===== config.mk =====
export PLATFORM = sky130hd
export DESIGN_NAME = fetch_stage_flat
export DESIGN_NICKNAME = d
export VERILOG_FILES = /design/src/rtl/fetch_stage_if.sv /design/src/rtl/fetch_stage.sv /design/src/flat_wrapper.sv
export SDC_FILE = /design/constraint.sdc
export NUM_CORES = 1
export LEC_CHECK = 0
export ABC_AREA = 1
export CORE_AREA = 2 2 76 78
export DETAILED_ROUTE_END_ITERATION = 16
export DIE_AREA = 0 0 78 80
export GPL_ROUTABILITY_DRIVEN = 0
export GPL_TIMING_DRIVEN = 0
export PLACE_DENSITY_LB_ADDON = 0.08
export SYNTH_ARGS = -nofsm -noshare
export SYNTH_HDL_FRONTEND = slang
export SYNTH_SLANG_ARGS = --single-unit

===== constraint.sdc =====
create_clock -name clock -period 2.8 [get_ports clock]
set_input_delay 0.56 -clock clock [delete_from_list [all_inputs] [get_ports clock]]
set_output_delay 0.56 -clock clock [all_outputs]
set_load 0.01 [all_outputs]

===== src/rtl/fetch_stage_if.sv =====
`default_nettype none
// +--------------------------------------------------------------------------+
// | Module   : fetch_stage_if                                                |
// | Purpose  : Bundles the fetch-stage control inputs, the instruction-      |
// |            memory bus and the IF/ID pipeline-register outputs.           |
// | Ports    : stall, branch_taken, branch_target  (execute/downstream ctl)  |
// |            imem_addr, imem_data                 (instruction memory bus) |
// |            if_id_instr, if_id_pc, if_id_valid   (to decode)              |
// |            fetch_count, stall_count             (performance counters)   |
// | Modports : master - the fetch stage itself                               |
// |            slave  - the surrounding pipeline / memory                    |
// | Revision : 1.0  initial release                                          |
// +--------------------------------------------------------------------------+
interface fetch_stage_if #(
  parameter int ADDR_WIDTH = 8,
  parameter int DATA_WIDTH = 32
);
  logic                  stall;
  logic                  branch_taken;
  logic [ADDR_WIDTH-1:0] branch_target;
  logic [ADDR_WIDTH-1:0] imem_addr;
  logic [DATA_WIDTH-1:0] imem_data;
  logic [DATA_WIDTH-1:0] if_id_instr;
  logic [ADDR_WIDTH-1:0] if_id_pc;
  logic                  if_id_valid;
  logic [15:0]           fetch_count;
  logic [15:0]           stall_count;

  modport master (
    input  stall, branch_taken, branch_target, imem_data,
    output imem_addr, if_id_instr, if_id_pc, if_id_valid, fetch_count, stall_count
  );

  modport slave (
    output stall, branch_taken, branch_target, imem_data,
    input  imem_addr, if_id_instr, if_id_pc, if_id_valid, fetch_count, stall_count
  );
endinterface
`default_nettype wire


===== src/rtl/fetch_stage.sv =====
`default_nettype none
// +--------------------------------------------------------------------------+
// | Module   : fetch_stage                                                   |
// | Purpose  : Instruction-fetch stage. Owns the program counter, drives the |
// |            instruction-memory address and captures the returned word     |
// |            with its PC into the IF/ID pipeline register.                 |
// | Ports    : clock  - single clock, rising-edge                            |
// |            reset  - synchronous, active-high                             |
// |            bus    - fetch_stage_if.master (control, imem bus, IF/ID)     |
// | Config   : FETCH_PERF_CNT_EN - when defined, adds saturating 16-bit      |
// |            fetch/stall counters; otherwise both outputs are tied to 0.   |
// | Revision : 1.0  initial release                                          |
// +--------------------------------------------------------------------------+
module fetch_stage #(
  parameter int                         ADDR_WIDTH = 8,
  parameter int                         DATA_WIDTH = 32,
  parameter logic [ADDR_WIDTH-1:0]      RESET_PC   = '0,
  parameter logic [DATA_WIDTH-1:0]      NOP_WORD   = '0
) (
  input  wire logic       clock,
  input  wire logic       reset,
  fetch_stage_if.master   bus
);

  localparam logic [ADDR_WIDTH-1:0] c_pc_one = {{(ADDR_WIDTH-1){1'b0}}, 1'b1};

  logic [ADDR_WIDTH-1:0] r_pc;
  logic [DATA_WIDTH-1:0] r_if_id_instr;
  logic [ADDR_WIDTH-1:0] r_if_id_pc;
  logic                  r_if_id_valid;

  // A branch overrides a simultaneous stall, so only a branch-free,
  // stall-free edge advances.
  logic w_advance;
  assign w_advance = !bus.branch_taken && !bus.stall;

  // Zero-wait memory: the address is the live PC.
  assign bus.imem_addr   = r_pc;
  assign bus.if_id_instr = r_if_id_instr;
  assign bus.if_id_pc    = r_if_id_pc;
  assign bus.if_id_valid = r_if_id_valid;

  always_ff @(posedge clock) begin
    if (reset) begin
      r_pc          <= RESET_PC;
      r_if_id_instr <= NOP_WORD;
      r_if_id_pc    <= '0;
      r_if_id_valid <= 1'b0;
    end else if (bus.branch_taken) begin
      // The word at the old PC is dropped; a bubble goes to decode and the
      // target word is fetched on the next non-stalled edge.
      r_pc          <= bus.branch_target;
      r_if_id_instr <= NOP_WORD;
      r_if_id_pc    <= r_pc;
      r_if_id_valid <= 1'b0;
    end else if (w_advance) begin
      // imem_data is only sampled here, so X on the bus during stalls or
      // redirects never reaches the pipeline register.
      r_pc          <= r_pc + c_pc_one;
      r_if_id_instr <= bus.imem_data;
      r_if_id_pc    <= r_pc;
      r_if_id_valid <= 1'b1;
    end
    // Stall: everything holds.
  end

`ifdef FETCH_PERF_CNT_EN
  localparam logic [15:0] c_cnt_max = 16'hFFFF;

  logic [15:0] r_fetch_count;
  logic [15:0] r_stall_count;
  logic        w_stall_edge;

  assign w_stall_edge = bus.stall && !bus.branch_taken;

  always_ff @(posedge clock) begin
    if (reset) begin
      r_fetch_count <= '0;
      r_stall_count <= '0;
    end else begin
      if (w_advance && (r_fetch_count != c_cnt_max)) begin
        r_fetch_count <= r_fetch_count + 16'd1;
      end
      if (w_stall_edge && (r_stall_count != c_cnt_max)) begin
        r_stall_count <= r_stall_count + 16'd1;
      end
    end
  end

  assign bus.fetch_count = r_fetch_count;
  assign bus.stall_count = r_stall_count;
`else
  assign bus.fetch_count = '0;
  assign bus.stall_count = '0;
`endif

endmodule
`default_nettype wire


===== src/flat_wrapper.sv =====
// flat-port wrapper written by rule: the top's interface ports become plain ports
module fetch_stage_flat 
#(
  parameter int                         ADDR_WIDTH = 8,
  parameter int                         DATA_WIDTH = 32,
  parameter logic [ADDR_WIDTH-1:0]      RESET_PC   = '0,
  parameter logic [DATA_WIDTH-1:0]      NOP_WORD   = '0
)
  (clock, reset, bus_stall, bus_branch_taken, bus_branch_target, bus_imem_data, bus_imem_addr, bus_if_id_instr, bus_if_id_pc, bus_if_id_valid, bus_fetch_count, bus_stall_count);
  fetch_stage_if #(.ADDR_WIDTH(ADDR_WIDTH), .DATA_WIDTH(DATA_WIDTH)) bus_i ();
  input  wire logic clock;
  input  wire logic reset;
  input wire logic [$bits(bus_i.stall)-1:0] bus_stall;
  input wire logic [$bits(bus_i.branch_taken)-1:0] bus_branch_taken;
  input wire logic [$bits(bus_i.branch_target)-1:0] bus_branch_target;
  input wire logic [$bits(bus_i.imem_data)-1:0] bus_imem_data;
  output wire logic [$bits(bus_i.imem_addr)-1:0] bus_imem_addr;
  output wire logic [$bits(bus_i.if_id_instr)-1:0] bus_if_id_instr;
  output wire logic [$bits(bus_i.if_id_pc)-1:0] bus_if_id_pc;
  output wire logic [$bits(bus_i.if_id_valid)-1:0] bus_if_id_valid;
  output wire logic [$bits(bus_i.fetch_count)-1:0] bus_fetch_count;
  output wire logic [$bits(bus_i.stall_count)-1:0] bus_stall_count;
  assign bus_i.stall = bus_stall;
  assign bus_i.branch_taken = bus_branch_taken;
  assign bus_i.branch_target = bus_branch_target;
  assign bus_i.imem_data = bus_imem_data;
  assign bus_imem_addr = bus_i.imem_addr;
  assign bus_if_id_instr = bus_i.if_id_instr;
  assign bus_if_id_pc = bus_i.if_id_pc;
  assign bus_if_id_valid = bus_i.if_id_valid;
  assign bus_fetch_count = bus_i.fetch_count;
  assign bus_stall_count = bus_i.stall_count;
  fetch_stage #(.ADDR_WIDTH(ADDR_WIDTH), .DATA_WIDTH(DATA_WIDTH), .RESET_PC(RESET_PC), .NOP_WORD(NOP_WORD)) u_core (.clock(clock), .reset(reset), .bus(bus_i));
endmodule

==> results.md <==
## Setup path
* **required time of the worst setup path** 2.24 ns
* **CP endpoint kind** primary output
* **arrival time of data at the critical path endpoint** 1.32 ns
* **Largest stage delay, worst path** 0.58 ns
* **Worst setup SP type** flip-flop
* **largest delay contributor family on the critical path** buffers and inverters
* **worst-path cell with the longest stage delay** clkdlybuf4s50_1
* **worst setup path start** u_core.bus.imem_addr[6]$_SDFFE_PP0P_
* **path depth of the worst reg2reg path** 6
* **reg-to-reg startpoint** u_core.bus.imem_addr[0]$_SDFFE_PP0P_
* **Critical Path Stages** 1
* **CP Buf/Inv Count** 1
* **critical path fanouts, max** 6
* **crit-path cells** clkdlybuf4s50_1
* **start-to-end type of the worst setup path** flip-flop to primary output

## CTS
* **Clock Sinks** 49
* **CTS root buf** clkbuf_8
* **clock slew at the register clock pins of the worst setup and hold paths** 0.08 ns
* **quantity of gates resized following cts** 0
* **CTS Buf Count** 5
* **number of H-tree branching levels** 2
* **CTS tree** yes
* **clock insertion delay at the later pin of the skew report** 0.29 ns
* **CTS Buffer Depth** 2
* **setup fix buffers added after clock tree synthesis** 0
* **hold buffer count at cts** 0

## Floorplanning
* **number of placement rows** 27
* **Die Footprint** 6240 um2
* **Std-Cell Core Area** 5410 um2
* **initial core utilization** 40.3%
* **height of the die** 80 um
* **horizontal extent of the die** 78 um
* **IO Count** 125

## Layout
* **diodes inserted** 0
* **most frequent cells in the layout** clkdlybuf4s50_1, nand2_1, dfxtp_1
* **Layout Nets** 462
* **Area growth syn-to-layout** 55.3%
* **fraction of final layout cells with drive strength greater than 1** 12.9%
* **leading cell type in the layout, fill and taps excluded** clkdlybuf4s50_1

## Yosys
* **count of mapped cells out of synthesis** 288
* **Synth cell types** 19
* **Yosys top cell area share** 45.1%
* **Post-Syn Area per Cell** 7.55 um2
* **YS warnings** 0
* **synthesized cell area** 2180 um2
* **top area cells in the synthesized netlist** dfxtp_1, nand2_1, buf_4, a21oi_1, o21ai_0
* **cell type contributing the most total cell area after synthesis** dfxtp_1
* **sequential fraction of the synthesis area** 45.1%
* **Yosys reg bits** 49

## Min path
* **path type of the worst min-delay path** flip-flop to flip-flop
* **source of the worst hold timing path** u_core.bus.if_id_instr[2]$_SDFFE_PP0P_
* **hold path depth** 2

## Routing
* **total wirelength of the detailed-routed design** 5.30 mm
* **first-pass detailed-route iteration total** 4
* **via-per-instance ratio** 4.29
* **Initial DRC Count** 71
* **vias after detailed routing** 2097
* **final antenna-violating net count** 0
* **routed length per instance** 10.8 um
* **detailed-route DRC error count** 0

## Run
* **Max Cap Violations** 0

## Global route
* **via count of the first global-routing pass** 1845
* **grt total ovfl** 0
* **global-route wire length before repair** 8.38 mm
* **pin count of the biggest net entering global routing** 14
* **total global-route track usage** 16.9%
* **number of antenna violations at the first check in global routing** 0

## STA
* **post-route minimum period** 1.88 ns
* **fin. max-slew vios** 0
* **aggregate negative setup slack** 0 ns
* **final clock skew** 0.00475 ns
* **period utilisation layout** 67.1%
* **total count of hold-check failures in the final report** 0
* **worst hold margin** 0.460 ns
* **final number of setup-violating endpoints** 0
* **maximum achievable frequency** 532 MHz
* **unrepaired setup endpoints after global routing** no

## Placement
* **half-perimeter wire length after detailed placement** 3.95 mm
* **count of buffers from port buffering** 91

## Power and ir drop
* **final total power** 1.43 mW
* **power per cell area** 424 nW/um2
* **Peak supply drop** 0.261 mV
* **Static Leak** 1.43 nW

## Outcome
* **outcome** complete, no violations

==> cell type report <==
type | instances | area (um2)
Buffer | 45 | 334
Multi-Input combinational cell | 207 | 910
Inverter | 18 | 67.6
Sequential cell | 49 | 981
Timing Repair Buffer | 91 | 911
Tap cell | 72 | 90.1
Clock buffer | 7 | 86.3
Fill cell | 514 | 2030
==> report_power, final <==
group / switching [mW] / internal, mW
sequential: 0.0201 / 0.722
combinational: 0.122 / 0.157
clock: 0.216 / 0.196
total: 0.358 / 1.08
==> cells in the mapped netlist (all sizes together) <==
cell    count
buf        45
nand3      10
inv        18
nand2      89
nor2       13
nand4       1
dfxtp      49
o21bai      2
xor2        1
a21oi      44
ha          1
conb        1
o21ai      14
==> stage by stage <==
step           cells  area (um2)  worst slack (ns)  utilization [%]
2_1_floorplan    319        2290              1.50                -
3_3_place_gp     482        3290             0.801             60.9
3_5_place_dp     482        3290             0.768             60.9
4_1_cts          489        3380             0.906             62.5
5_1_grt          489        3380             0.877             62.5
6_report         489        3380             0.920             62.5
==> worst paths after layout <==
check / end / slack, ns
min: u_core.bus.if_id_instr[2]$_SDFFE_PP0P_ / 0.46
min reg2reg: u_core.bus.if_id_instr[2]$_SDFFE_PP0P_ / 0.46
max reg2reg: u_core.bus.imem_addr[4]$_SDFFE_PP0P_ / 1.50
max: bus_imem_addr[6] / 0.92
==> metal layers <==
layer	up-vias	part of all wire, %	GRT usage, %
met2	79	48	29.4
met3	6	7.3	3.85
met1	910	43	20.7
met4	0	1.1	5.26
li1	1102	-	-
met5	-	0	0
==> state kept, by name (all words and copies together) (netlist names) <==
name	cells
u_core.bus.if_id_instr	32
u_core.bus.imem_addr	8
u_core.bus.if_id_pc	8
u_core.bus.if_id_valid	1
==> cells by family (layout without fill, tap and decap cells) <==
logic type | count (synthesis) | after routing | synth area share [%]
flops | 49 | 49 | 45.1
simple gates | 113 | 113 | 21.3
xor+xnor | 1 | 1 | 0.403
fa+ha+maj | 1 | 1 | 0.575
buf+inv | 63 | 161 | 18.5
other cells | 1 | 32 | 0.172
compound gates | 60 | 60 | 14.0
No activity file was read; power rests on OpenSTA's default activity.
